## config.mk

```make
export PLATFORM = sky130hd
export DESIGN_NAME = trap_entry_seq_flat
export DESIGN_NICKNAME = d
export VERILOG_FILES = /design/src/rtl/trap_entry_seq_pkg.sv /design/src/rtl/trap_entry_seq_if.sv /design/src/rtl/trap_entry_seq_decode.sv /design/src/rtl/trap_entry_seq.sv /design/src/flat_wrapper.sv
export SDC_FILE = /design/constraint.sdc
export NUM_CORES = 1
export LEC_CHECK = 0
export CAP_MARGIN = 20
export CORE_MARGIN = 2
export CORE_UTILIZATION = 46
export CTS_CLUSTER_SIZE = 40
export DETAILED_ROUTE_END_ITERATION = 6
export GPL_ROUTABILITY_DRIVEN = 0
export HOLD_SLACK_MARGIN = 0.12
export PLACE_DENSITY = 0.8
export SLEW_MARGIN = 25
export SYNTH_ARGS = -nofsm -noshare
export SYNTH_HDL_FRONTEND = slang
export SYNTH_SLANG_ARGS = --single-unit
```

## constraint.sdc

```tcl
create_clock -name clk -period 5.5 [get_ports clk]
set_input_delay 0.55 -clock clk [delete_from_list [all_inputs] [get_ports clk]]
set_output_delay 0.55 -clock clk [all_outputs]
set_load 0.01 [all_outputs]
```

## src/rtl/trap_entry_seq_pkg.sv

```systemverilog
// Shared types and constants for the trap-entry sequencer: state encoding,
// trap codes, the code->tt table, register-file slots and reset vectors.
package trap_pkg;

  typedef enum logic [2:0] {
    IDLE,
    SAVE,
    WR_PC,
    WR_NPC,
    VECTOR,
    DONE,
    ERROR
  } state_t;

  localparam logic [2:0] TT_CODE_NONE     = 3'd0;
  localparam logic [2:0] TT_CODE_RESET    = 3'd1;
  localparam logic [2:0] TT_CODE_IACC     = 3'd2;
  localparam logic [2:0] TT_CODE_ILLEGAL  = 3'd3;
  localparam logic [2:0] TT_CODE_PRIV     = 3'd4;
  localparam logic [2:0] TT_CODE_WOVF     = 3'd5;
  localparam logic [2:0] TT_CODE_WUNF     = 3'd6;
  localparam logic [2:0] TT_CODE_TICC     = 3'd7;

  localparam logic [7:0] TT_RESET         = 8'h00;
  localparam logic [7:0] TT_IACC          = 8'h01;
  localparam logic [7:0] TT_ILLEGAL       = 8'h02;
  localparam logic [7:0] TT_PRIV          = 8'h03;
  localparam logic [7:0] TT_WOVF          = 8'h05;
  localparam logic [7:0] TT_WUNF          = 8'h06;
  localparam logic [7:0] TT_TICC          = 8'h80;

  localparam logic [4:0]  RF_ADDR_PC      = 5'd17;
  localparam logic [4:0]  RF_ADDR_NPC     = 5'd18;

  localparam logic [31:0] RESET_PC        = 32'h0000_0000;
  localparam logic [31:0] RESET_NPC       = 32'h0000_0004;

  typedef struct packed {
    logic        busy;
    logic        ack;
    logic        psr_we;
    logic        et_clr;
    logic        s_set;
    logic        ps_val;
    logic        cwp_dec;
    logic        rf_we;
    logic [4:0]  rf_addr;
    logic [31:0] rf_data;
    logic        pc_load;
    logic [31:0] pc_next;
    logic [31:0] npc_next;
    logic        error_mode;
  } seq_out_t;

  function automatic logic [7:0] tt_of_code(input logic [2:0] code);
    case (code)
      TT_CODE_RESET:   return TT_RESET;
      TT_CODE_IACC:    return TT_IACC;
      TT_CODE_ILLEGAL: return TT_ILLEGAL;
      TT_CODE_PRIV:    return TT_PRIV;
      TT_CODE_WOVF:    return TT_WOVF;
      TT_CODE_WUNF:    return TT_WUNF;
      TT_CODE_TICC:    return TT_TICC;
      default:         return 8'h00;
    endcase
  endfunction

endpackage

```

## src/rtl/trap_entry_seq_if.sv

```systemverilog
// Bundle between the trap encoder / datapath (master) and the trap-entry
// sequencer (slave).
interface trap_entry_seq_if #(
  parameter int unsigned TBA_W = 20
);
  logic [2:0]       tt_code;
  logic             tt_valid;
  logic             et;
  logic             s;
  logic [TBA_W-1:0] tba;
  logic [31:0]      pc;
  logic [31:0]      npc;

  logic             busy;
  logic             ack;
  logic [7:0]       tt_out;
  logic             psr_we;
  logic             et_clr;
  logic             s_set;
  logic             ps_val;
  logic             cwp_dec;
  logic             rf_we;
  logic [4:0]       rf_addr;
  logic [31:0]      rf_data;
  logic             pc_load;
  logic [31:0]      pc_next;
  logic [31:0]      npc_next;
  logic             error_mode;

  modport master (
    output tt_code, tt_valid, et, s, tba, pc, npc,
    input  busy, ack, tt_out, psr_we, et_clr, s_set, ps_val, cwp_dec,
           rf_we, rf_addr, rf_data, pc_load, pc_next, npc_next, error_mode
  );

  modport slave (
    input  tt_code, tt_valid, et, s, tba, pc, npc,
    output busy, ack, tt_out, psr_we, et_clr, s_set, ps_val, cwp_dec,
           rf_we, rf_addr, rf_data, pc_load, pc_next, npc_next, error_mode
  );
endinterface

```

## src/rtl/trap_entry_seq_decode.sv

```systemverilog
// Combinational decode of the encoder's 3-bit trap code into the SPARC tt
// field, plus a flag for the reset code.
module tt_code_decode
  import trap_pkg::*;
(
  input  logic [2:0] code,
  output logic [7:0] tt,
  output logic       is_reset
);

  assign tt       = tt_of_code(code);
  assign is_reset = (code == TT_CODE_RESET);

endmodule

```

## src/rtl/trap_entry_seq.sv

```systemverilog
// Trap-entry sequencer: captures a trap code and walks PSR update, PC/nPC save
// and vectoring. Define TRAP_ENTRY_ERRMODE_EN to enable the ET=0 error state.
module trap_entry_seq
  import trap_pkg::*;
#(
  parameter int unsigned TBA_W = 20
) (
  input  logic             clk,
  input  logic             reset,
  trap_entry_seq_if.slave  bus
);

  state_t           state, state_d;
  seq_out_t         outs, outs_d;

  logic [7:0]       dec_tt;
  logic             dec_rst;
  logic             capture;

  logic             cap_s, cap_rst;
  logic [31:0]      cap_pc, cap_npc;
  logic [TBA_W-1:0] cap_tba;
  logic [7:0]       tt_q;

  logic             s_d, rst_d;
  logic [31:0]      pc_d, npc_d, vec_pc;
  logic [TBA_W-1:0] tba_d;
  logic [7:0]       tt_d;

  tt_code_decode u_decode (
    .code     (bus.tt_code),
    .tt       (dec_tt),
    .is_reset (dec_rst)
  );

  assign capture = (state == IDLE) && bus.tt_valid && (bus.tt_code != TT_CODE_NONE);

  // Strobes are registered from the next state, so the values they carry must
  // come from the inputs on the capture edge and from the captures afterwards.
  assign s_d   = capture ? bus.s   : cap_s;
  assign rst_d = capture ? dec_rst : cap_rst;
  assign pc_d  = capture ? bus.pc  : cap_pc;
  assign npc_d = capture ? bus.npc : cap_npc;
  assign tba_d = capture ? bus.tba : cap_tba;
  assign tt_d  = capture ? dec_tt  : tt_q;

`ifndef TRAP_ENTRY_ERRMODE_EN
  logic unused_et;
  assign unused_et = bus.et;
`endif

  always_comb begin
    state_d = state;
    case (state)
      IDLE: begin
        if (capture) begin
          if (dec_rst)      state_d = VECTOR;
`ifdef TRAP_ENTRY_ERRMODE_EN
          else if (!bus.et) state_d = ERROR;
`endif
          else              state_d = SAVE;
        end
      end
      SAVE:   state_d = WR_PC;
      WR_PC:  state_d = WR_NPC;
      WR_NPC: state_d = VECTOR;
      VECTOR: state_d = DONE;
      DONE:   state_d = IDLE;
`ifdef TRAP_ENTRY_ERRMODE_EN
      ERROR:  state_d = ERROR;
`endif
      default: state_d = IDLE;
    endcase
  end

  always_comb begin
    outs_d      = '0;
    vec_pc      = {tba_d, tt_d, 4'b0000};
    outs_d.busy = (state_d != IDLE);
    case (state_d)
      SAVE: begin
        outs_d.psr_we  = 1'b1;
        outs_d.et_clr  = 1'b1;
        outs_d.s_set   = 1'b1;
        outs_d.ps_val  = s_d;
        outs_d.cwp_dec = 1'b1;
      end
      WR_PC: begin
        outs_d.rf_we   = 1'b1;
        outs_d.rf_addr = RF_ADDR_PC;
        outs_d.rf_data = pc_d;
      end
      WR_NPC: begin
        outs_d.rf_we   = 1'b1;
        outs_d.rf_addr = RF_ADDR_NPC;
        outs_d.rf_data = npc_d;
      end
      VECTOR: begin
        outs_d.pc_load = 1'b1;
        if (rst_d) begin
          outs_d.pc_next  = RESET_PC;
          outs_d.npc_next = RESET_NPC;
          outs_d.psr_we   = 1'b1;
          outs_d.et_clr   = 1'b1;
          outs_d.s_set    = 1'b1;
          outs_d.ps_val   = s_d;
        end else begin
          outs_d.pc_next  = vec_pc;
          outs_d.npc_next = vec_pc + 32'd4;
        end
      end
      DONE: outs_d.ack = 1'b1;
`ifdef TRAP_ENTRY_ERRMODE_EN
      ERROR: outs_d.error_mode = 1'b1;
`endif
      default: ;
    endcase
  end

  always_ff @(posedge clk or posedge reset) begin
    if (reset) begin
      state   <= IDLE;
      outs    <= '0;
      tt_q    <= '0;
      cap_s   <= 1'b0;
      cap_rst <= 1'b0;
      cap_pc  <= '0;
      cap_npc <= '0;
      cap_tba <= '0;
    end else begin
      state <= state_d;
      outs  <= outs_d;
      if (capture) begin
        tt_q    <= dec_tt;
        cap_s   <= bus.s;
        cap_rst <= dec_rst;
        cap_pc  <= bus.pc;
        cap_npc <= bus.npc;
        cap_tba <= bus.tba;
      end
    end
  end

  assign bus.busy       = outs.busy;
  assign bus.ack        = outs.ack;
  assign bus.tt_out     = tt_q;
  assign bus.psr_we     = outs.psr_we;
  assign bus.et_clr     = outs.et_clr;
  assign bus.s_set      = outs.s_set;
  assign bus.ps_val     = outs.ps_val;
  assign bus.cwp_dec    = outs.cwp_dec;
  assign bus.rf_we      = outs.rf_we;
  assign bus.rf_addr    = outs.rf_addr;
  assign bus.rf_data    = outs.rf_data;
  assign bus.pc_load    = outs.pc_load;
  assign bus.pc_next    = outs.pc_next;
  assign bus.npc_next   = outs.npc_next;
  assign bus.error_mode = outs.error_mode;

endmodule

```

## src/flat_wrapper.sv

```systemverilog
// flat-port wrapper written by rule: the top's interface ports become plain ports
module trap_entry_seq_flat import trap_pkg::*;
#(
  parameter int unsigned TBA_W = 20
)
  (clk, reset, bus_tt_code, bus_tt_valid, bus_et, bus_s, bus_tba, bus_pc, bus_npc, bus_busy, bus_ack, bus_tt_out, bus_psr_we, bus_et_clr, bus_s_set, bus_ps_val, bus_cwp_dec, bus_rf_we, bus_rf_addr, bus_rf_data, bus_pc_load, bus_pc_next, bus_npc_next, bus_error_mode);
  trap_entry_seq_if #(.TBA_W(TBA_W)) bus_i ();
  input  logic clk;
  input  logic reset;
  input wire logic [$bits(bus_i.tt_code)-1:0] bus_tt_code;
  input wire logic [$bits(bus_i.tt_valid)-1:0] bus_tt_valid;
  input wire logic [$bits(bus_i.et)-1:0] bus_et;
  input wire logic [$bits(bus_i.s)-1:0] bus_s;
  input wire logic [$bits(bus_i.tba)-1:0] bus_tba;
  input wire logic [$bits(bus_i.pc)-1:0] bus_pc;
  input wire logic [$bits(bus_i.npc)-1:0] bus_npc;
  output wire logic [$bits(bus_i.busy)-1:0] bus_busy;
  output wire logic [$bits(bus_i.ack)-1:0] bus_ack;
  output wire logic [$bits(bus_i.tt_out)-1:0] bus_tt_out;
  output wire logic [$bits(bus_i.psr_we)-1:0] bus_psr_we;
  output wire logic [$bits(bus_i.et_clr)-1:0] bus_et_clr;
  output wire logic [$bits(bus_i.s_set)-1:0] bus_s_set;
  output wire logic [$bits(bus_i.ps_val)-1:0] bus_ps_val;
  output wire logic [$bits(bus_i.cwp_dec)-1:0] bus_cwp_dec;
  output wire logic [$bits(bus_i.rf_we)-1:0] bus_rf_we;
  output wire logic [$bits(bus_i.rf_addr)-1:0] bus_rf_addr;
  output wire logic [$bits(bus_i.rf_data)-1:0] bus_rf_data;
  output wire logic [$bits(bus_i.pc_load)-1:0] bus_pc_load;
  output wire logic [$bits(bus_i.pc_next)-1:0] bus_pc_next;
  output wire logic [$bits(bus_i.npc_next)-1:0] bus_npc_next;
  output wire logic [$bits(bus_i.error_mode)-1:0] bus_error_mode;
  assign bus_i.tt_code = bus_tt_code;
  assign bus_i.tt_valid = bus_tt_valid;
  assign bus_i.et = bus_et;
  assign bus_i.s = bus_s;
  assign bus_i.tba = bus_tba;
  assign bus_i.pc = bus_pc;
  assign bus_i.npc = bus_npc;
  assign bus_busy = bus_i.busy;
  assign bus_ack = bus_i.ack;
  assign bus_tt_out = bus_i.tt_out;
  assign bus_psr_we = bus_i.psr_we;
  assign bus_et_clr = bus_i.et_clr;
  assign bus_s_set = bus_i.s_set;
  assign bus_ps_val = bus_i.ps_val;
  assign bus_cwp_dec = bus_i.cwp_dec;
  assign bus_rf_we = bus_i.rf_we;
  assign bus_rf_addr = bus_i.rf_addr;
  assign bus_rf_data = bus_i.rf_data;
  assign bus_pc_load = bus_i.pc_load;
  assign bus_pc_next = bus_i.pc_next;
  assign bus_npc_next = bus_i.npc_next;
  assign bus_error_mode = bus_i.error_mode;
  trap_entry_seq #(.TBA_W(TBA_W)) u_core (.clk(clk), .reset(reset), .bus(bus_i));
endmodule
```

==> results.py, run 1 <==
metrics = {
    "global_route": {
        "antenna_found_initial": 0,
        "grt_pass1_wl_um": 21700,
        "grt_overflow": 0,
        "grt_start_max_net_pins": 73,
        "grt_util_all_layers_pct": 19.1,
        "grt_pass1_vias": 4337,
    },
    "synthesis": {
        "synth_common_cells": "dfrtp_1 (166), mux2_2 (64), buf_4 (46)",
        "syn-cell-area_um2": 6480,
        "yosys-top-cells-area": "dfrtp_1 (64%), mux2_2 (11%), buf_4 (5.3%)",
        "synth_edf_count": 0,
        "synthFlopType": "dfrtp_1",
        "synth-seq-area-share_pct": 64.1,
        "ys_types": 37,
        "avgSynthCellArea_um2": 13.2,
        "ys_warn_count": 0,
        "async_flop_share_pct": 100,
        "yosysTopAreaCell": "dfrtp_1",
        "ys_ff_latch": 166,
        "synth_top_area_share_pct": 64.1,
        "netlist_instances": 491,
        "yosysMostFrequentCell": "dfrtp_1",
    },
    "route": {
        "drtAntennaViolNets": 0,
        "drt_iter0_markers": 190,
        "vias_per_cell": 5.12,
        "wl_per_cell_um": 16.5,
        "drcViolationCount": 0,
        "num_vias": 4309,
        "wirelength_um": 13800,
        "drt-pass1-iter-count": 5,
    },
    "floorplanning": {
        "ios": 211,
        "rows": 43,
        "start_util_pct": 46.9,
        "die_h_um": 123,
        "fp.coreArea_um2": 13800,
        "die_x_um": 123,
        "die_area_um2": 15100,
    },
    "layout": {
        "areaGrowthSynthToFinish_pct": 36.7,
        "antenna_cells": 0,
        "final_area_um2": 8860,
        "multi_input_area_um2": 1830,
        "ff_latch_area_um2": 4150,
        "nFillCells": 1004,
        "nets": 742,
        "postLayoutCoreUtil_pct": 64.1,
        "stdcell_count": 841,
        "layout-drive-gt1-share_pct": 15.7,
    },
    "status": {
        "status": "finished clean",
    },
    "critical_path": {
        "worstPathCellList": "clkdlybuf4s50_1 > or3_1 > nand2_4 > mux2_2",
        "reg2reg_slack_ns": 3.08,
        "crit_slowest_cell": "or3_1",
        "cp_data_required_time_ns": 5.81,
        "max_stage_delay_ns": 0.82,
        "start_kind": "input pin",
        "cp-end-kind": "register",
        "arrival_ns": 3.25,
        "crit_type": "input pin to register",
        "ff2ff_path_depth": 4,
        "cp_top_family": "simple AND/OR/NAND/NOR gates",
        "crit_buf_inv": 1,
        "worst-path-stages": 4,
        "cp_max_fo": 64,
    },
    "min_path": {
        "whs_path_depth": 1,
        "hp-class": "register to register",
    },
    "clocking": {
        "cts_made_buffers": 17,
        "cts_tree": "built",
        "cts_max_level": 4,
        "cts_root_buf": "clkbuf_16",
        "clock_latency_ns": 0.42,
        "clock_path_buffers": 2,
        "cts-resized-gates": 0,
        "clk_pin_slew_ns": 0.06,
        "postCtsHoldBufs": 0,
        "postCtsSetupBuffers": 0,
        "clock_sinks": 166,
    },
    "sta": {
        "slew_headroom_pct": 41.5,
        "finalHoldViolCount": 0,
        "fin_tns_setup_ns": 0,
        "setup_viol": 0,
        "final_max_slew_viol_count": 0,
        "rsz0062_at_grt": "no",
        "skew_ns": 0.00830,
        "finalWorstPathRequiredPeriod_ns": 2.95,
        "fmax_mhz": 339,
        "tightest_slew_ns": 0.877,
        "period_share_pct": 53.6,
    },
    "placement": {
        "place_area_um2": 8270,
        "portBuffers": 199,
        "place_hpwl_um": 9230,
        "dp.cells": 810,
    },
    "pwr": {
        "leakage_nw": 3.91,
        "power_density_nw_per_um2": 505,
        "ir_drop_v": 0.000280,
        "p_total_mw": 4.48,
    },
    "job": {
        "drv_cap": 0,
    },
}
cells by family after synthesis:
family | count (synthesis) | share of synthesized area [%]
flip-flops | 166 | 64.1
AO/OA/AOI/OAI | 89 | 9.09
AND/OR/NAND/NOR | 87 | 6.85
buffers and inverters | 82 | 8.50
multiplexers | 64 | 11.1
XOR/XNOR | 2 | 0.270
other | 1 | 0.0579
report_power, final:
| group | switching (mW) | total (mW) | internal (mW) | leakage (nW) |
|---|---|---|---|---|
| combinational | 0.617 | 1.40 | 0.780 | 1.52 |
| clock | 0.453 | 1.15 | 0.701 | 0.280 |
| sequential | 0.241 | 1.93 | 1.68 | 2.11 |
layout by cell type, fill, tap and decap left out, types with 2 or more instances in the layout:
master,synthesis,routed
clkdlybuf4s50_1,0,199
dfrtp_1,166,166
mux2_2,64,64
a22o_1,32,32
nand2_1,27,27
a21oi_1,26,26
nand3_1,25,25
o21ai_0,23,23
clkbuf_16,0,17
nor2_1,16,16
conb_1,1,10
inv_1,8,7
buf_4,46,5
nand4b_1,3,3
inv_6,0,3
clkbuf_1,12,3
clkbuf_8,0,3
a211oi_1,2,2
and2_1,2,2
a32oi_1,2,2
clkinv_2,0,2
bufinv_16,0,2
sequential cells by signal, summed over array words and instances (netlist names):
name                 cells
u_core.bus.rf_data      32
u_core.cap_npc          32
u_core.cap_pc           32
u_core.bus.npc_next     29
u_core.cap_tba          20
u_core.bus.tt_out        8
u_core.bus.rf_addr       3
u_core.state             3
u_core.bus.ack           1
u_core.bus.busy          1
u_core.bus.cwp_dec       1
u_core.bus.et_clr        1
u_core.bus.ps_val        1
u_core.cap_rst           1
u_core.cap_s             1
worst reg2reg max path, delay by kind of cell (launching register included):
| family | cells | cell delay [ns] |
|---|---|---|
| and+or+nand+nor | 2 | 0.83 |
| DFF | 1 | 0.56 |
| muxes | 1 | 0.57 |
| buffers and inverters | 1 | 0.35 |
stage by stage:
step	worst slack, ns	hold slack (ns)
after floorplan	0.460	0.460
after global placement	2.23	0.469
after detailed placement	2.13	0.476
after CTS	2.57	0.488
after global routing	2.44	0.510
final	2.55	0.482
per-layer routing:
layer / vias to the layer above / wire [um] / track usage [%]
li1: 1974 / - / -
met3: 20 / 1490 / 9.15
met5: - / 0 / 0
met2: 180 / 7040 / 31.7
met1: 2135 / 5090 / 21.2
met4: 0 / 231 / 7.04
area by class of cell:
class                           count  area share [%]
Tap cell                          180            2.54
Clock inverter                      7            1.07
Clock buffer                       23            5.40
Timing Repair Buffer              205            23.0
Multi-Input combinational cell    252            20.7
Sequential cell                   166            46.9
Inverter                            8           0.396
final timing paths:
path,start,to
setup / recovery,bus_tt_code[2],u_core.cap_pc[13]
hold / removal,u_core.cap_pc[0],u_core.bus.rf_data[0]
setup reg to reg,u_core.state[0],u_core.cap_pc[13]
hold reg to reg,u_core.cap_pc[0],u_core.bus.rf_data[0]
max in group asynchronous,reset,u_core.bus.rf_addr[4]
min in group asynchronous,reset,u_core.bus.rf_addr[0]
Note: power is estimated with default switching activity, not from simulation.
==> inputs of run 2 (changes only) <==
CORE_UTILIZATION = 42   (was 46)
PLACE_DENSITY = 0.77   (was 0.8)
clock period = 2.6 ns   (was 5.5 ns; I/O delays follow)
==> run 2 against run 1 <==
Effect of this change:
- cell count is 2.9% higher
- flip-flop and latch count unchanged
- combinational power up 120%
- die area rose by 9.2%
- first-iteration DRC count decreased by 10%
- clock skew down 0.0011 ns
- clock power increased by 110%
- critical endpoint is now u_core.bus.npc_next[27]
- largest cell class unchanged
- largest power group unchanged
==> results.py, run 2 (synthesis gave the netlist of run 1 again) <==
metrics = {
    "layout": {
        "nFillCells": 1137,
        "multi_input_area_um2": 1820,
        "layout-drive-gt1-share_pct": 18.0,
        "layout_common_cells": "clkdlybuf4s50_1 (199), dfrtp_1 (166), mux2_2 (64)",
        "ff_latch_area_um2": 4150,
        "antenna_cells": 0,
        "mostFrequentLayoutCell": "clkdlybuf4s50_1",
        "areaGrowthSynthToFinish_pct": 39.5,
        "nets": 756,
    },
    "sta": {
        "tightest_slew_ns": 0.839,
        "period_share_pct": 81.0,
        "fin_tns_setup_ns": 0,
        "finalWorstPathRequiredPeriod_ns": 2.11,
        "skew_ns": 0.00723,
        "setup_viol": 0,
        "fmax_mhz": 475,
        "finalHoldViolCount": 0,
        "final_max_slew_viol_count": 0,
        "rsz0062_at_grt": "no",
        "slew_headroom_pct": 44.0,
    },
    "clocking": {
        "cts_made_buffers": 17,
        "cts_tree": "built",
        "clk_pin_slew_ns": 0.06,
        "postCtsHoldBufs": 0,
        "clock_sinks": 166,
        "clock_path_buffers": 2,
        "cts_max_level": 4,
        "postCtsSetupBuffers": 0,
        "cts_root_buf": "clkbuf_16",
        "cts-resized-gates": 0,
        "clock_latency_ns": 0.42,
    },
    "critical_path": {
        "crit_end": "u_core.bus.npc_next[27]",
        "max_stage_delay_ns": 0.77,
        "worst-path-stages": 4,
        "start_kind": "register",
        "crit_type": "register to register",
        "reg2reg_slack_ns": 0.49,
        "startpoint": "u_core.state[2]",
        "r2r_end": "u_core.bus.npc_next[27]",
        "cp_data_required_time_ns": 2.89,
        "crit_buf_inv": 1,
        "worstPathCellList": "or4b_1 > buf_4 > o21ai_0 > a21oi_1",
        "cp_max_fo": 15,
        "arrival_ns": 2.40,
        "cp-end-kind": "register",
        "ff2ff_path_depth": 4,
        "crit_slowest_cell": "or4b_1",
        "cp_top_family": "simple AND/OR/NAND/NOR gates",
        "rr_startpoint": "u_core.state[2]",
    },
    "pwr": {
        "p_total_mw": 9.47,
        "pwr-share-seq_pct": 42.1,
        "ir_drop_v": 0.000530,
        "p_switching_mw": 2.83,
        "power_density_nw_per_um2": 1050,
        "p_sw_share_pct": 29.8,
        "pwr-share-clk_pct": 25.4,
        "leakage_nw": 3.99,
        "pwr-share-comb_pct": 32.5,
        "p_int_mw": 6.65,
    },
    "route": {
        "drt-pass1-iter-count": 4,
        "drtAntennaViolNets": 0,
        "drt_iter0_markers": 171,
        "wl_per_cell_um": 15.9,
        "wirelength_um": 13800,
        "drcViolationCount": 0,
        "num_vias": 4351,
        "vias_per_cell": 5.03,
    },
    "floorplanning": {
        "die_x_um": 128,
        "rows": 45,
        "die_area_um2": 16400,
        "die_h_um": 128,
        "start_util_pct": 42.8,
        "ios": 211,
        "fp.coreArea_um2": 15100,
    },
    "global_route": {
        "antenna_found_initial": 0,
        "grt_util_all_layers_pct": 17.5,
        "grt_start_max_net_pins": 65,
        "grt_overflow": 0,
        "grt_pass1_vias": 4539,
        "grt_pass1_wl_um": 22400,
    },
    "placement": {
        "portBuffers": 199,
        "place_hpwl_um": 9640,
    },
    "job": {
        "drv_cap": 0,
    },
    "min_path": {
        "hp-class": "input pin to async pin",
    },
    "status": {
        "status": "finished clean",
    },
}
## run 2: cell types whose count changed in the layout (fill, tap and decap cells not counted)
cell,before,now
clkbuf_1,3,1
clkbuf_8,3,2
clkinv_2,2,1
nor3_4,1,0
inv_6,3,4
buf_12,0,6
clkinv_4,0,3
nor3_2,0,1
buf_6,1,0
bufinv_16,2,1
buf_4,5,14
clkinvlp_4,1,4
## run 2: layout make-up
cell class	instances	area share (%)
well taps	188	2.60
inverters	8	0.374
clock buffers	20	5.05
clock inverters	12	1.32
repair buffers	219	24.5
flip-flops and latches	166	46.0
multi-input cells	252	20.2
## run 2: how the worst min path moves through the flow
stage / slack [ns] / endpoint / depth (start not counted)
after floorplan: 0.41 / u_core.cap_npc[0] / 1
after global placement: 0.47 / u_core.bus.rf_data[5] / 1
after detailed placement: 0.47 / u_core.bus.rf_data[7] / 1
after CTS: 0.37 / u_core.cap_pc[29] / 2
after global routing: 0.42 / u_core.cap_pc[29] / 2
final: 0.36 / u_core.bus.ps_val / 2
## run 2: per-layer routing
metal / wire, um / share of wire, % / GRT usage (%)
met1: 5400 / 39 / 20.5
met2: 6820 / 49 / 28.6
met3: 1270 / 9.2 / 6.89
met4: 296 / 2.1 / 7.69
met5: 0 / 0 / 0
## run 2: stage by stage
stage	util [%]	hold WS (ns)	area [um2]	std cells	setup WS (ns)
finish	59.7	0.362	9040	865	0.494
global route	59.7	0.424	9040	865	0.339
CTS	59.7	0.374	9040	865	0.495
detailed placement	55.9	0.472	8460	833	0.321
global placement	55.9	0.468	8460	833	0.376
floorplan	-	0.410	6520	500	0.227
## run 2: power groups by stage
stage          Sequential [mW]  Clock (mW)  Combinational (mW)
2_1_floorplan             4.07           0                1.88
6_report                  3.99        2.41                3.08
5_1_grt                   4.10        2.58                3.36
3_3_place_gp              3.99           0                3.00
4_1_cts                   4.00        2.47                3.11
3_5_place_dp              4.05           0                3.10
==> inputs of run 3 (changes only) <==
clock period = 1.9 ns   (was 2.6 ns; I/O delays follow)
==> run 3 against run 2 <==
Effect of this change:
- register-to-register slack got worse by 0.40 ns
- first-iteration DRC count increased by 5.3%
- total power increased by 39%
- clock power increased by 36%
- setup slack got worse by 0.40 ns
- sequential share of layout area decreased by 0.59 points
- non-clock buffer count increased by 11
- largest power group unchanged
- highest routed layer unchanged
==> results.py, run 3 (synthesis gave the netlist of run 1 again) <==
metrics = {
    "critical_path": {
        "crit_buf_inv": 1,
        "max_stage_delay_ns": 0.59,
        "start_kind": "register",
        "crit_slowest_cell": "or4b_1",
        "cp_data_required_time_ns": 2.18,
        "cp_max_fo": 13,
        "crit_type": "register to register",
        "cp_top_family": "simple AND/OR/NAND/NOR gates",
        "worstPathCellList": "or4b_1 > buf_4 > o21ai_0 > a21oi_1",
        "arrival_ns": 2.09,
        "cp-end-kind": "register",
        "reg2reg_slack_ns": 0.09,
    },
    "global_route": {
        "grt_start_max_net_pins": 74,
        "antenna_found_initial": 0,
        "grt_pass1_wl_um": 22500,
        "grt_pass1_vias": 4529,
        "grt_overflow": 0,
        "grt_util_all_layers_pct": 17.7,
    },
    "floorplanning": {
        "die_x_um": 128,
        "rows": 45,
        "die_area_um2": 16400,
        "die_h_um": 128,
        "ios": 211,
        "fp.coreArea_um2": 15100,
        "start_util_pct": 42.8,
    },
    "clocking": {
        "clock_latency_ns": 0.41,
        "clock_path_buffers": 2,
        "cts_max_level": 4,
        "cts_tree": "built",
        "clk_pin_slew_ns": 0.06,
        "postCtsSetupBuffers": 0,
        "cts_made_buffers": 17,
        "clock_sinks": 166,
        "cts_root_buf": "clkbuf_16",
    },
    "job": {
        "drv_cap": 0,
    },
    "sta": {
        "period_share_pct": 95.2,
        "fin_tns_setup_ns": 0,
        "fmax_mhz": 553,
        "fin_hold_ws_ns": 0.352,
        "skew_ns": 0.0105,
        "rsz0062_at_grt": "no",
        "finalWorstPathRequiredPeriod_ns": 1.81,
        "finalHoldViolCount": 0,
        "setup_viol": 0,
        "final_max_slew_viol_count": 0,
    },
    "placement": {
        "place_area_um2": 8590,
        "dp.cells": 843,
        "place_hpwl_um": 9960,
        "portBuffers": 199,
    },
    "route": {
        "drt_iter0_markers": 180,
        "wirelength_um": 14100,
        "num_vias": 4398,
        "wl_per_cell_um": 16.1,
        "drcViolationCount": 0,
        "drt-pass1-iter-count": 4,
        "vias_per_cell": 5.03,
        "drtAntennaViolNets": 0,
    },
    "status": {
        "status": "finished clean",
    },
    "pwr": {
        "leakage_nw": 4.05,
        "ir_drop_v": 0.000717,
        "power_density_nw_per_um2": 1440,
    },
    "layout": {
        "nets": 767,
        "final_area_um2": 9160,
        "antenna_cells": 0,
        "layout-drive-gt1-share_pct": 18.8,
        "areaGrowthSynthToFinish_pct": 41.3,
        "layout_common_cells": "clkdlybuf4s50_1 (199), dfrtp_1 (166), mux2_2 (64)",
        "mostFrequentLayoutCell": "clkdlybuf4s50_1",
        "stdcell_count": 874,
    },
    "min_path": {
        "hp-class": "input pin to register",
    },
}
[run 3: cell types whose count changed in the layout (fill, tap and decap cells not counted), moves of 2 or more]
cell / delta
buf_12: +4
clkinv_2: +2
buf_4: +6
clkinv_4: -2
clkbuf_8: -2
[run 3: worst paths after layout]
path,from,end,depth (start not counted)
max in group asynchronous,reset,u_core.bus.rf_data[3],4
worst max-delay path,u_core.state[1],u_core.bus.npc_next[29],4
worst min register to register,u_core.cap_pc[0],u_core.bus.rf_data[0],1
worst min-delay path,bus_tba[0],u_core.cap_tba[0],3
min in group asynchronous,reset,u_core.bus.rf_addr[4],3
worst max register to register,u_core.state[1],u_core.bus.npc_next[29],4
[run 3: layer usage]
layer / share of wire [%] / vias up / GRT usage, %
li1: - / 2017 / -
met1: 39 / 2176 / 19.6
met2: 50 / 184 / 30.7
met3: 9.2 / 21 / 7.72
met4: 1.6 / 0 / 5.56
met5: 0 / - / 0
[run 3: stage by stage]
stage                     setup slack, ns  total power [mW]  utilization (%)
final                              0.0903              13.2             60.5
after CTS                           0.107              13.3             60.5
after global placement            -0.0357              9.73             56.7
after global routing               0.0160              13.9             60.5
after detailed placement           -0.108              9.96             56.7
after floorplan                    -0.403              8.14                -
[run 3: what timing repair did]
action	4_1_cts	5_1_grt
hold buffers	1	0
endpoints found under the hold margin	1	0
gates resized for setup	0	1
setup endpoints to repair	0	1
[run 3: report_power, final]
group          switching, mW  total [mW]  internal (mW)
logic                   1.91        4.39           2.49
clock network           1.34        3.27           1.93
registers              0.613        5.49           4.88
total                   3.86        13.2           9.29
[run 3: worst min-delay path, stage by stage]
cell             delay (ns)
clkdlybuf4s50_1        0.40
nand3_1                0.08
nand2_1                0.05
[run 3: cell type report]
class                      count  area [um2]
timing repair buffer         230        2350
clock buffer                  19         433
clock inverter                11         125
tap                          188         235
sequential                   166        4150
inverter                       8        33.8
multi-input combinational    252        1820
fill                        1128        5990
